File: config.mk
export PLATFORM = sky130hd
export DESIGN_NAME = snoop_resp_tx_flat
export DESIGN_NICKNAME = d
export VERILOG_FILES = /design/src/rtl/snoop_resp_tx_if.sv /design/src/rtl/snoop_resp_tx.sv /design/src/flat_wrapper.sv
export SDC_FILE = /design/constraint.sdc
export NUM_CORES = 1
export LEC_CHECK = 0
export BUFFER_PORTS_ARGS = -buffer_cell sky130_fd_sc_hd__buf_2
export CORE_ASPECT_RATIO = 0.5
export CORE_MARGIN = 3
export CORE_UTILIZATION = 30
export DETAILED_ROUTE_END_ITERATION = 7
export REMOVE_ABC_BUFFERS = 1
export SKIP_LAST_GASP = 1
export SYNTH_ARGS = -nofsm -noshare
export SYNTH_HDL_FRONTEND = slang
export SYNTH_SLANG_ARGS = --single-unit
export TNS_END_PERCENT = 20
File: constraint.sdc
create_clock -name ace_aclk -period 3.6 [get_ports ace_aclk]
set_input_delay 0.72 -clock ace_aclk [delete_from_list [all_inputs] [get_ports ace_aclk]]
set_output_delay 0.72 -clock ace_aclk [all_outputs]
set_load 0.02 [all_outputs]
File: src/rtl/snoop_resp_tx_if.sv
// Request, hold, CR and CD signals between the snoop-response FSM, the
// transmit stage and the ACE snoop channels, bundled as one interface.
interface snoop_resp_tx_if #(
   parameter int C_ACE_DATA_WIDTH = 128
);
   logic                        i_req_valid;
   logic                        o_req_ready;
   logic [4:0]                  i_req_crresp;
   logic [C_ACE_DATA_WIDTH-1:0] i_req_data;
   logic                        i_hold_cr;
   logic                        i_hold_cd;
   logic                        i_hold_last;
   logic                        o_crvalid;
   logic                        i_crready;
   logic [4:0]                  o_crresp;
   logic                        o_cdvalid;
   logic                        i_cdready;
   logic [C_ACE_DATA_WIDTH-1:0] o_cddata;
   logic                        o_cdlast;

   // The transmit stage itself: takes requests, drives the CR/CD channels.
   modport slave (
      input  i_req_valid, i_req_crresp, i_req_data,
      input  i_hold_cr, i_hold_cd, i_hold_last,
      input  i_crready, i_cdready,
      output o_req_ready, o_crvalid, o_crresp,
      output o_cdvalid, o_cddata, o_cdlast
   );

   // The environment: upstream FSM plus the interconnect's ready signals.
   modport master (
      output i_req_valid, i_req_crresp, i_req_data,
      output i_hold_cr, i_hold_cd, i_hold_last,
      output i_crready, i_cdready,
      input  o_req_ready, o_crvalid, o_crresp,
      input  o_cdvalid, o_cddata, o_cdlast
   );
endinterface

File: src/rtl/snoop_resp_tx.sv
// Snoop response transmit stage: sends one CRRESP on the CR channel and,
// when DataTransfer is set, a full cache-line burst on the CD channel.
// CR and CD run independently; hold inputs can only delay a valid that has
// not yet been raised, so AXI stability is never violated.
module snoop_resp_tx #(
   parameter int C_ACE_DATA_WIDTH = 128,
   parameter int C_LINE_BYTES     = 64,
   parameter int C_CNT_WIDTH      = 32
) (
   input  logic                   ace_aclk,
   input  logic                   ace_aresetn,
   snoop_resp_tx_if.slave         bus,
   output logic                   o_done,
   output logic [C_CNT_WIDTH-1:0] o_resp_count,
   output logic [C_CNT_WIDTH-1:0] o_last_latency,
   output logic [1:0]             o_state
);

   localparam int BEATS  = C_LINE_BYTES * 8 / C_ACE_DATA_WIDTH;
   localparam int BEAT_W = (BEATS > 1) ? $clog2(BEATS) : 1;

   typedef enum logic [1:0] {
      ST_IDLE = 2'd0,
      ST_SEND = 2'd1,
      ST_DONE = 2'd2
   } state_t;

   state_t                      r_state;
   state_t                      w_stateNext;
   logic                        r_crPending;
   logic                        r_cdPending;
   logic                        r_crvalid;
   logic                        r_cdvalid;
   logic                        r_cdlast;
   logic [4:0]                  r_crresp;
   logic [C_ACE_DATA_WIDTH-1:0] r_data;
   logic [BEAT_W-1:0]           r_beat;
   logic [C_CNT_WIDTH-1:0]      r_latency;
   logic [C_CNT_WIDTH-1:0]      r_respCount;
   logic [C_CNT_WIDTH-1:0]      r_lastLatency;
   logic                        r_done;

   logic                        w_accept;
   logic                        w_crHs;
   logic                        w_cdHs;
   logic                        w_lastBeat;
   logic                        w_crClear;
   logic                        w_cdClear;
   logic                        w_sendDone;
   logic [C_CNT_WIDTH-1:0]      w_latNext;

   assign w_accept   = bus.i_req_valid && (r_state == ST_IDLE);
   assign w_crHs     = r_crvalid && bus.i_crready;
   assign w_cdHs     = r_cdvalid && bus.i_cdready;
   assign w_lastBeat = (r_beat == BEAT_W'(BEATS - 1));
   // A side is finished if it had nothing to send or its final handshake is now.
   assign w_crClear  = !r_crPending || w_crHs;
   assign w_cdClear  = !r_cdPending || (w_cdHs && w_lastBeat);
   assign w_sendDone = (r_state == ST_SEND) && w_crClear && w_cdClear;
   assign w_latNext  = (&r_latency) ? r_latency : r_latency + C_CNT_WIDTH'(1);

   // State register.
   always_ff @(posedge ace_aclk or negedge ace_aresetn) begin
      if (!ace_aresetn) r_state <= ST_IDLE;
      else              r_state <= w_stateNext;
   end

   // Next-state logic: IDLE -> SEND on accept, SEND -> DONE once both sides drain.
   always_comb begin
      w_stateNext = r_state;
      case (r_state)
         ST_IDLE: if (w_accept)   w_stateNext = ST_SEND;
         ST_SEND: if (w_sendDone) w_stateNext = ST_DONE;
         ST_DONE:                 w_stateNext = ST_IDLE;
         default:                 w_stateNext = ST_IDLE;
      endcase
   end

   // State-decoded outputs.
   always_comb begin
      bus.o_req_ready = (r_state == ST_IDLE);
      o_state         = r_state;
   end

   assign bus.o_crvalid  = r_crvalid;
   assign bus.o_crresp   = r_crresp;
   assign bus.o_cdvalid  = r_cdvalid;
   assign bus.o_cdlast   = r_cdlast;
   assign bus.o_cddata   = r_data + C_ACE_DATA_WIDTH'(r_beat);
   assign o_done         = r_done;
   assign o_resp_count   = r_respCount;
   assign o_last_latency = r_lastLatency;

   // Request latch plus independent CR and CD channel sequencing.
   always_ff @(posedge ace_aclk or negedge ace_aresetn) begin
      if (!ace_aresetn) begin
         r_crPending <= 1'b0;
         r_cdPending <= 1'b0;
         r_crvalid   <= 1'b0;
         r_cdvalid   <= 1'b0;
         r_cdlast    <= 1'b0;
         r_crresp    <= '0;
         r_data      <= '0;
         r_beat      <= '0;
         r_latency   <= '0;
      end else if (w_accept) begin
         r_crresp    <= bus.i_req_crresp;
         r_data      <= bus.i_req_data;
         r_crPending <= 1'b1;
         r_cdPending <= bus.i_req_crresp[0];
         r_beat      <= '0;
         r_latency   <= '0;
      end else if (r_state == ST_SEND) begin
         r_latency <= w_latNext;
         if (w_crHs) begin
            r_crvalid   <= 1'b0;
            r_crPending <= 1'b0;
         end else if (r_crPending && !r_crvalid && !bus.i_hold_cr) begin
            r_crvalid <= 1'b1;
         end
         if (w_cdHs) begin
            r_cdvalid <= 1'b0;
            r_cdlast  <= 1'b0;
            if (w_lastBeat) r_cdPending <= 1'b0;
            else            r_beat      <= r_beat + BEAT_W'(1);
         end else if (r_cdPending && !r_cdvalid && !bus.i_hold_cd &&
                      !(w_lastBeat && bus.i_hold_last)) begin
            r_cdvalid <= 1'b1;
            r_cdlast  <= w_lastBeat;
         end
      end
   end

   // Completion pulse and statistics, captured on the SEND -> DONE edge.
   always_ff @(posedge ace_aclk or negedge ace_aresetn) begin
      if (!ace_aresetn) begin
         r_done        <= 1'b0;
         r_respCount   <= '0;
         r_lastLatency <= '0;
      end else begin
         r_done <= w_sendDone;
         if (w_sendDone) begin
            r_respCount   <= r_respCount + C_CNT_WIDTH'(1);
            r_lastLatency <= w_latNext;
         end
      end
   end

endmodule

File: src/flat_wrapper.sv
// flat-port wrapper written by rule: the top's interface ports become plain ports
module snoop_resp_tx_flat 
#(
   parameter int C_ACE_DATA_WIDTH = 128,
   parameter int C_LINE_BYTES     = 64,
   parameter int C_CNT_WIDTH      = 32
)
  (ace_aclk, ace_aresetn, o_done, o_resp_count, o_last_latency, o_state, bus_i_req_valid, bus_i_req_crresp, bus_i_req_data, bus_i_hold_cr, bus_i_hold_cd, bus_i_hold_last, bus_i_crready, bus_i_cdready, bus_o_req_ready, bus_o_crvalid, bus_o_crresp, bus_o_cdvalid, bus_o_cddata, bus_o_cdlast);
  snoop_resp_tx_if #(.C_ACE_DATA_WIDTH(C_ACE_DATA_WIDTH)) bus_i ();
  input  logic ace_aclk;
  input  logic ace_aresetn;
  output logic o_done;
  output logic [C_CNT_WIDTH-1:0] o_resp_count;
  output logic [C_CNT_WIDTH-1:0] o_last_latency;
  output logic [1:0] o_state;
  input wire logic [$bits(bus_i.i_req_valid)-1:0] bus_i_req_valid;
  input wire logic [$bits(bus_i.i_req_crresp)-1:0] bus_i_req_crresp;
  input wire logic [$bits(bus_i.i_req_data)-1:0] bus_i_req_data;
  input wire logic [$bits(bus_i.i_hold_cr)-1:0] bus_i_hold_cr;
  input wire logic [$bits(bus_i.i_hold_cd)-1:0] bus_i_hold_cd;
  input wire logic [$bits(bus_i.i_hold_last)-1:0] bus_i_hold_last;
  input wire logic [$bits(bus_i.i_crready)-1:0] bus_i_crready;
  input wire logic [$bits(bus_i.i_cdready)-1:0] bus_i_cdready;
  output wire logic [$bits(bus_i.o_req_ready)-1:0] bus_o_req_ready;
  output wire logic [$bits(bus_i.o_crvalid)-1:0] bus_o_crvalid;
  output wire logic [$bits(bus_i.o_crresp)-1:0] bus_o_crresp;
  output wire logic [$bits(bus_i.o_cdvalid)-1:0] bus_o_cdvalid;
  output wire logic [$bits(bus_i.o_cddata)-1:0] bus_o_cddata;
  output wire logic [$bits(bus_i.o_cdlast)-1:0] bus_o_cdlast;
  assign bus_i.i_req_valid = bus_i_req_valid;
  assign bus_i.i_req_crresp = bus_i_req_crresp;
  assign bus_i.i_req_data = bus_i_req_data;
  assign bus_i.i_hold_cr = bus_i_hold_cr;
  assign bus_i.i_hold_cd = bus_i_hold_cd;
  assign bus_i.i_hold_last = bus_i_hold_last;
  assign bus_i.i_crready = bus_i_crready;
  assign bus_i.i_cdready = bus_i_cdready;
  assign bus_o_req_ready = bus_i.o_req_ready;
  assign bus_o_crvalid = bus_i.o_crvalid;
  assign bus_o_crresp = bus_i.o_crresp;
  assign bus_o_cdvalid = bus_i.o_cdvalid;
  assign bus_o_cddata = bus_i.o_cddata;
  assign bus_o_cdlast = bus_i.o_cdlast;
  snoop_resp_tx #(.C_ACE_DATA_WIDTH(C_ACE_DATA_WIDTH), .C_LINE_BYTES(C_LINE_BYTES), .C_CNT_WIDTH(C_CNT_WIDTH)) u_core (.ace_aclk(ace_aclk), .ace_aresetn(ace_aresetn), .bus(bus_i), .o_done(o_done), .o_resp_count(o_resp_count), .o_last_latency(o_last_latency), .o_state(o_state));
endmodule
==> flow_summary_export.csv, run 1 <==
group,metric,value,unit
power_and_ir_drop,p_leak,0.00845,µW
floorplanning,die_w,299,µm
drt,dr_total_vias,12328,
floorplanning,start_util,31.1,%
timing,min_period,3.97,ns
clocking,cts_made_buffers,26,
power_and_ir_drop,p_per_area,751,nW/µm²
timing,rsz0062_at_grt,"true",
critical_path,cp-end-kind,"primary output",
clocking,cts_hold_buf,0,
place,portBuffers,344,
power_and_ir_drop,ir_worst_vdd,0.333,mV
drt,drc,0,
drt,vias_per_cell,4.90,
power_and_ir_drop,swShare,45.7,%
power_and_ir_drop,seq_power_share,37.3,%
drt,dr.pass1.iters,5,
power_and_ir_drop,power_frac_clock,20.4,%
drt,routedWlPerCell,17.7,µm
timing,drv_slew,0,
global_route,grt.overflow.total,0,
timing,finalWorstSetupSlack,-0.368,ns
clocking,clkSlewWorstSetupHoldPaths,0.06,ns
timing,slew-limit-headroom,28.2,%
place,dp_cells,2433,
logic_synthesis,synth_most_common_cell,"nand2_1",
timing,worst-slew-pin-transition,1.07,ns
critical_path,reg2reg_depth,9,
logic_synthesis,yosys_warnings,0,
critical_path,r2r_end,"u_core.o_resp_count[31]",
logic_synthesis,synth_edf_count,0,
floorplanning,placementRows,52,
clocking,clock-sinks,239,
logic_synthesis,synth_commonest_cells,"nand2_1 (525), dfrtp_1 (239), xnor2_1 (98)",
logic_synthesis,async_flop_share,100,%
clocking,cts-root-buf,"clkbuf_16",
logic_synthesis,yosys.area.top_type_share,46.6,%
critical_path,r2r_setup_slack,1.00,ns
critical_path,crit_arrival,3.25,ns
critical_path,crit_fanout,5,
power_and_ir_drop,combinationalPowerShare,42.2,%
status,outcome,"finished with violations",
layout,layout-drive-gt1-share,27.1,%
floorplanning,die_h,152,µm
clocking,tritoncts,"done",
logic_synthesis,ys_seq_area_share,46.6,%
floorplanning,dieArea,45500,µm²
drt,initialDrtViolationCount,905,
critical_path,crit_start,"u_core.r_beat[1]",
floorplanning,io_pins,345,
logic_synthesis,synthDistinctLibCells,48,
logic_synthesis,ys.flop_type,"dfrtp_1",
logic_synthesis,synth_area,12800,µm²
logic_synthesis,synthCells,1531,
timing,fmax,0.252,GHz
timing,skew,0.0127,ns
place,dp_hpwl,33.0,mm
power_and_ir_drop,p_sw,5830,µW
clocking,htreeDepth,1,
clocking,clkLatencyLatePin,0.55,ns
layout,multi_input_area,7000,µm²
hold_path,hp-class,"in2async",
critical_path,rr_startpoint,"u_core.r_beat[0]",
global_route,grt_max_degree,84,
layout,instances_no_fill,2515,
logic_synthesis,synth-seq-cells,239,
layout,final_cell_area,17000,µm²
layout,final_nets,2063,
status,violations,"setup timing",
layout,area_delta_synth_final,32.4,%
global_route,grt_usage,18.7,%
power_and_ir_drop,p_int,6940,µW
power_and_ir_drop,total_power,12800,µW
global_route,antenna_found_initial,14,
critical_path,cp-start-kind,"register",
layout,fillers,4223,
clocking,cts.path.max_buffers,3,
logic_synthesis,ys_top_cells_by_area,"dfrtp_1 (47%), nand2_1 (15%), xnor2_1 (6.7%)",
place,place_ws,0.0255,ns
run,maxCapViolCount,0,
drt,routed_wl,44.5,mm
logic_synthesis,syn-mean-instance-area,8.39,µm²
global_route,grt_pass1_vias,12112,
timing,finalHoldViolCount,0,
critical_path,crit_type,"reg2out",
floorplanning,coreArea,41300,µm²
critical_path,endpoint,"bus_o_cddata[75]",
place,placed_cell_area,15500,µm²
drt,antenna_left,0,
timing,finalCritPeriodShare,110,%
logic_synthesis,yosys.area.top_type,"dfrtp_1",
layout,seqCellArea,5980,µm²
timing,setup_violations,97,
layout,fin_util,41.2,%
global_route,grt_pass1_wl,69.0,mm
place,gp_congestion,0.855,
critical_path,cp.required,2.88,ns
[kinds of logic (layout without fill, tap and decap cells)]
family / after synthesis / in the layout / share of synthesized area (%)
buf+inv: 79 / 482 / 2.38
xor+xnor: 188 / 188 / 12.8
simple gates: 889 / 889 / 31.5
flops: 239 / 239 / 46.6
compound gates: 127 / 127 / 5.84
mux: 3 / 3 / 0.234
other cells: 0 / 14 / 0
fa+ha+maj: 6 / 6 / 0.643
[cell usage in the layout (no fill, tap or decap), drive strengths merged, types with 39 or more instances in the layout]
| cell | netlist | routed |
|---|---|---|
| clkbuf | 51 | 39 |
| o21ai | 61 | 61 |
| nand3 | 89 | 89 |
| and3 | 40 | 40 |
| buf | 9 | 417 |
| nand4 | 57 | 57 |
| nor2 | 61 | 61 |
| nand2 | 525 | 525 |
| dfrtp | 239 | 239 |
| xor2 | 90 | 90 |
| xnor2 | 98 | 98 |
[power by group through the flow]
| stage | clock network [µW] | logic (µW) | registers (µW) |
|---|---|---|---|
| finish | 2610 | 5400 | 4770 |
| floorplan | 0 | 3160 | 4650 |
| global placement | 0 | 5220 | 4730 |
| detailed placement | 0 | 5270 | 4740 |
| CTS | 2680 | 5390 | 4720 |
| global route | 2780 | 5900 | 4910 |
[through the flow]
stage,setup TNS [ns],hold slack [ns]
CTS,-24.09,0.181
global placement,0,0.453
detailed placement,0,0.459
global route,-36.52,0.212
floorplan,-19.15,0.424
finish,-21.98,0.175
[state kept, by name, indices dropped and copies added (netlist names), 2 cells and up]
name	flops
u_core.r_beat	2
u_core.r_data	128
u_core.o_resp_count	32
u_core.r_latency	32
u_core.o_state	2
u_core.o_last_latency	32
u_core.bus.o_crresp	5
[area by class of cell]
| cell class | count | area share (%) |
|---|---|---|
| Multi-Input combinational cell | 1213 | 41.1 |
| Clock buffer | 39 | 4.29 |
| Sequential cell | 239 | 35.2 |
| Antenna cell | 14 | 0.206 |
| Inverter | 19 | 0.419 |
| Clock inverter | 7 | 0.434 |
| Timing Repair Buffer | 417 | 14.2 |
| Tap cell | 567 | 4.17 |
[critical path: stages (launching register included)]
cell and delay, ns:
dfrtp_1 0.38, ha_1 0.29, a21o_1 0.12, or4b_4 0.46, or3_4 0.44, or4_4 0.47
nor3_4 0.13, xor2_1 0.22, buf_4 0.18
[layer usage]
metal	GRT usage [%]	part of all wire (%)
met1	23.1	42
met2	32.9	51
met3	1.55	2.8
met4	9.63	5.0
met5	0	0
[worst min path at each step]
stage,endpoint,cells after the start,slack (ns),start
6_report,u_core.r_latency[1],1,0.17,ace_aresetn
5_1_grt,u_core.o_state[1],1,0.21,ace_aresetn
4_1_cts,u_core.o_last_latency[20],1,0.18,ace_aresetn
3_5_place_dp,u_core.bus.o_crresp[2],2,0.46,u_core.bus.o_crresp[2]
3_3_place_gp,u_core.bus.o_crresp[2],2,0.45,u_core.bus.o_crresp[2]
2_1_floorplan,u_core.bus.o_cdlast,0,0.42,ace_aresetn
[timing repair]
item / CTS / global route
pin swaps: 27 / 15
setup endpoints to repair: 103 / 107
setup buffers: 16 / 5
hold endpoints to repair: 0 / 0
cloned: 2 / 0
resized for setup: 69 / 51
Note: power is estimated with default switching activity, not from simulation.
==> inputs of run 2 (changes only) <==
==> constraint.sdc (replaced) <==
create_clock -name ace_aclk -period 3.6 [get_ports ace_aclk]
set_input_delay 0.36 -clock ace_aclk [delete_from_list [all_inputs] [get_ports ace_aclk]]
set_output_delay 0.36 -clock ace_aclk [all_outputs]
set_load 0.02 [all_outputs]
==> flow_summary_export.csv, run 2 (synthesized netlist as in run 1, its figures left out) <==
group,metric,value,unit
critical_path,max_stage_delay,0.52,ns
drt,routed_wl,44.6,mm
layout,layout_common_cells,"nand2_1 (524), buf_2 (326), dfrtp_1 (239)",
power_and_ir_drop,power_frac_clock,21.5,%
critical_path,cp.required,3.24,ns
floorplanning,start_util,31.1,%
power_and_ir_drop,seq_power_share,37.4,%
drt,drc,0,
layout,regMostFlops,"u_core.r_data",
global_route,grt_pass1_wl,69.3,mm
layout,fillers,4204,
clocking,cts.path.max_buffers,3,
power_and_ir_drop,p_int,7060,µW
clocking,clkLatencyLatePin,0.54,ns
status,violations,"setup timing",
floorplanning,placementRows,52,
critical_path,cp-start-kind,"register",
clocking,cts_made_buffers,25,
timing,min_period,3.67,ns
place,gp_congestion,0.875,
timing,fmax,0.273,GHz
floorplanning,die_w,299,µm
critical_path,crit_chain,"ha_1 -> a21o_1 -> or4b_4 -> or3_4 -> or4_4 -> nor3_4 -> xor2_2 -> buf_6",
timing,drv_slew,0,
global_route,grt_max_degree,142,
floorplanning,io_pins,345,
drt,antenna_left,0,
floorplanning,die_h,152,µm
floorplanning,coreArea,41300,µm²
timing,finalWorstSetupSlack,-0.0671,ns
timing,setup_violations,6,
critical_path,cp_slowest_cell,"or4_4",
floorplanning,dieArea,45500,µm²
clocking,htreeDepth,1,
layout,layout-drive-gt1-share,23.9,%
drt,dr_total_vias,12488,
drt,initialDrtViolationCount,872,
global_route,antenna_found_initial,6,
global_route,grt_pass1_vias,12238,
drt,dr.pass1.iters,7,
layout,final_nets,2092,
power_and_ir_drop,p_per_area,749,nW/µm²
status,outcome,"finished with violations",
layout,largest_reg_flops,128,
hold_path,hp-class,"in2reg",
timing,finalHoldViolCount,0,
power_and_ir_drop,ir_worst_vdd,0.380,mV
power_and_ir_drop,p_sw,5780,µW
run,maxCapViolCount,0,
global_route,grt.overflow.total,0,
power_and_ir_drop,swShare,45.0,%
place,place_ws,0.268,ns
layout,fin_util,41.5,%
place,portBuffers,344,
drt,vias_per_cell,4.92,
layout,area_delta_synth_final,33.5,%
clocking,cts-root-buf,"clkbuf_16",
timing,finalCritPeriodShare,102,%
critical_path,cp-end-kind,"primary output",
critical_path,crit_arrival,3.31,ns
timing,rsz0062_at_grt,"true",
critical_path,crit_fanout,5,
power_and_ir_drop,combinationalPowerShare,41.1,%
clocking,clock-sinks,239,
global_route,grt_usage,18.8,%
layout,final_common_cell,"nand2_1",
timing,slew-limit-headroom,27.1,%
timing,skew,0.00888,ns
clocking,clkSlewWorstSetupHoldPaths,0.06,ns
clocking,tritoncts,"done",
critical_path,crit_type,"reg2out",
place,dp_hpwl,32.4,mm
power_and_ir_drop,p_leak,0.00847,µW
timing,worst-slew-pin-transition,1.09,ns
drt,routedWlPerCell,17.6,µm
run 2: cell count changes in the layout (fill, tap and decap cells not counted), sizes merged:
cell / change
buf: -25
bufinv: +2
clkbuf: +1
clkinv: -4
clkinvlp: -1
diode: -8
dlygate4sd3: +55
inv: +1
run 2: repair_timing:
| action | in CTS | in global routing |
|---|---|---|
| endpoints found under the hold margin | 138 | 0 |
| buffers inserted | 12 | 9 |
| pin swaps | 8 | 16 |
| endpoints found under the setup margin | 78 | 69 |
| gates resized for setup | 19 | 43 |
| cloned | 1 | 0 |
| hold buffers | 55 | 0 |
run 2: power groups by stage:
stage / Sequential [µW] / Clock [µW] / Combinational, µW
after floorplan: 4650 / 0 / 3160
after global placement: 4790 / 0 / 5090
after detailed placement: 4790 / 0 / 5160
after CTS: 4760 / 2830 / 5260
after global routing: 4950 / 2930 / 5760
final: 4800 / 2760 / 5270
run 2: final timing paths:
check / from / to / slack (ns) / depth (start not counted)
worst max-delay path: u_core.r_beat[1] / bus_o_cddata[75] / -0.07 / 8
worst min-delay path: bus_i_req_data[122] / u_core.r_data[122] / 0.02 / 3
worst max register to register: u_core.r_latency[0] / u_core.o_last_latency[28] / 0.81 / 7
worst min register to register: u_core.bus.o_crresp[2] / u_core.bus.o_crresp[2] / 0.47 / 2
max in group asynchronous: ace_aresetn / u_core.r_data[106] / 2.26 / 3
min in group asynchronous: ace_aresetn / u_core.o_last_latency[1] / 0.41 / 2
run 2: routing by layer:
metal | up-vias | GRT usage [%] | part of all wire, %
li1 | 5995 | - | -
met1 | 6020 | 23.1 | 41
met2 | 341 | 32.2 | 49
met3 | 132 | 2.18 | 3.6
met4 | 0 | 10.5 | 5.9
met5 | - | 0 | 0
run 2: per-stage QoR:
stage,cell area [µm²],hold slack [ns],setup TNS [ns],std cells,total power (µW)
4_1_cts,16900,0.00000150,-0.240,2521,12800
3_5_place_dp,15300,0.417,0,2408,9950
3_3_place_gp,15300,0.417,0,2408,9880
5_1_grt,17100,0.00831,-5.20,2536,13600
2_1_floorplan,12600,0.0644,-17.05,1471,7810
6_report,17100,0.0176,-0.143,2536,12800
run 2: worst max-delay path, delay by kind of cell, from the launching register on:
family          cells  cell delay [ns]
compound gates      1             0.12
xor+xnor            1             0.22
fa+ha+maj           1             0.27
buf+inv             1             0.15
flops               1             0.38
simple gates        4             1.62
run 2: area by class of cell:
| type | instances | area, µm² | share of cell area [%] |
|---|---|---|---|
| well taps | 567 | 709 | 4.14 |
| repair buffers | 447 | 2730 | 15.9 |
| clock buffers | 40 | 752 | 4.39 |
| diodes | 6 | 15.0 | 0.0876 |
| inverters | 19 | 71.3 | 0.416 |
| clock inverters | 5 | 104 | 0.606 |
| flip-flops and latches | 239 | 5980 | 34.9 |
| multi-input cells | 1213 | 6780 | 39.6 |
==> inputs of run 3 (changes only) <==
--- a/config.mk
+++ b/config.mk
@@ -10,6 +10,7 @@
 export CORE_MARGIN = 3
 export CORE_UTILIZATION = 30
 export DETAILED_ROUTE_END_ITERATION = 7
+export PLACE_DENSITY_LB_ADDON = 0.3
 export REMOVE_ABC_BUFFERS = 1
 export SKIP_LAST_GASP = 1
 export SYNTH_ARGS = -nofsm -noshare
==> flow_summary_export.csv, run 3 (synthesized netlist as in run 1, its figures left out) <==
group,metric,value,unit
status,outcome,"finished with violations",
status,violations,"setup timing",
critical_path,cp-start-kind,"register",
layout,largest_reg_flops,128,
global_route,grt_max_degree,134,
layout,regMostFlops,"u_core.r_data",
global_route,grt_pass1_vias,12143,
timing,fmax,0.273,GHz
global_route,antenna_found_initial,2,
clocking,tritoncts,"done",
floorplanning,coreArea,41300,µm²
timing,slew-limit-headroom,40.9,%
layout,layout-drive-gt1-share,24.1,%
drt,dr_total_vias,12397,
place,dp_cells,2414,
hold_path,holdPathStages,3,
floorplanning,die_h,152,µm
clocking,cts_made_buffers,26,
timing,rsz0062_at_grt,"true",
drt,routedWlPerCell,17.4,µm
power_and_ir_drop,p_per_area,754,nW/µm²
timing,finalWorstSetupSlack,-0.0646,ns
clocking,cts.path.max_buffers,3,
floorplanning,start_util,31.1,%
layout,instances_no_fill,2529,
floorplanning,placementRows,52,
drt,vias_per_cell,4.90,
clocking,cts-root-buf,"clkbuf_16",
timing,finalHoldViolCount,0,
clocking,clkSlewWorstSetupHoldPaths,0.06,ns
critical_path,crit_arrival,3.30,ns
power_and_ir_drop,ir_worst_vdd,0.343,mV
global_route,grt_usage,18.7,%
drt,initialDrtViolationCount,814,
timing,min_period,3.66,ns
timing,hold_ws,0.0145,ns
drt,drc,0,
clocking,clock-sinks,239,
drt,dr.pass1.iters,7,
critical_path,crit_fanout,5,
layout,area_delta_synth_final,33.8,%
timing,worst-slew-pin-transition,0.883,ns
critical_path,cp-end-kind,"primary output",
layout,final_nets,2089,
timing,drv_slew,0,
timing,setup_violations,3,
global_route,grt.overflow.total,0,
power_and_ir_drop,total_power,13000,µW
floorplanning,dieArea,45500,µm²
critical_path,cp.required,3.24,ns
floorplanning,io_pins,345,
critical_path,reg2reg_depth,7,
floorplanning,die_w,299,µm
clocking,clkLatencyLatePin,0.55,ns
layout,final_common_cell,"nand2_1",
layout,layout_common_cells,"nand2_1 (524), buf_2 (328), dfrtp_1 (239)",
critical_path,crit_type,"reg2out",
power_and_ir_drop,p_leak,0.00848,µW
timing,finalCritPeriodShare,102,%
clocking,htreeDepth,1,
run,maxCapViolCount,0,
drt,routed_wl,44.0,mm
place,portBuffers,344,
place,gp_congestion,0.844,
hold_path,hp-class,"in2reg",
timing,skew,0.0233,ns
global_route,grt_pass1_wl,69.2,mm
place,dp_hpwl,32.2,mm
drt,antenna_left,0,
layout,fin_util,41.6,%
[run 3: area by class of cell]
| cell class | count | area (µm²) |
|---|---|---|
| clock inverter | 9 | 206 |
| fill | 4202 | 24100 |
| tap | 567 | 709 |
| timing repair buffer | 443 | 2730 |
| multi-input combinational | 1213 | 6780 |
| clock buffer | 37 | 712 |
| sequential | 239 | 5980 |
| antenna | 2 | 5.00 |
| inverter | 19 | 71.3 |
[run 3: what timing repair did]
| action | CTS | global route |
|---|---|---|
| cloned | 0 | 1 |
| gates resized for setup | 26 | 36 |
| endpoints found under the hold margin | 132 | 0 |
| pin swaps | 8 | 7 |
| buffers inserted | 8 | 7 |
| setup endpoints to repair | 68 | 77 |
| hold buffers | 51 | 0 |
[run 3: power by group]
group	switching, µW	internal (µW)	leakage [µW]
Clock	1150	1800	0.000445
Sequential	1190	3590	0.00309
Combinational	3410	1830	0.00494
[run 3: final timing paths]
kind	slack (ns)	startpoint	end
max	-0.06	u_core.r_beat[1]	bus_o_cddata[75]
min	0.01	bus_i_req_data[93]	u_core.r_data[93]
max reg2reg	0.89	u_core.r_latency[0]	u_core.o_last_latency[28]
min reg2reg	0.47	u_core.o_resp_count[31]	u_core.o_resp_count[31]
max in group asynchronous	2.34	ace_aresetn	u_core.r_data[0]
min in group asynchronous	0.39	ace_aresetn	u_core.r_data[98]
[run 3: through the flow]
stage	worst slack, ns	TNS, ns	cell area, µm²
floorplan	-0.827	-17.05	12600
global placement	0.194	0	15400
detailed placement	0.195	0	15400
CTS	-0.0807	-0.388	17000
global route	-0.199	-5.51	17200
finish	-0.0646	-0.142	17200
[run 3: worst max-delay path: stages (launching register included)]
cell and delay, ns:
dfrtp_1 0.40, ha_1 0.29, a21o_1 0.16, or4b_4 0.51
or3_4 0.45, or4_4 0.48, nor3_4 0.13, xor2_1 0.16
buf_4 0.16
[run 3: per-layer routing]
metal / up-vias / global-route usage (%) / share of wire (%)
li1: 5996 / - / -
met1: 6008 / 23.1 / 41
met2: 280 / 32.2 / 50
met3: 113 / 2.52 / 3.8
met4: 0 / 9.32 / 5.5
met5: - / 0 / 0
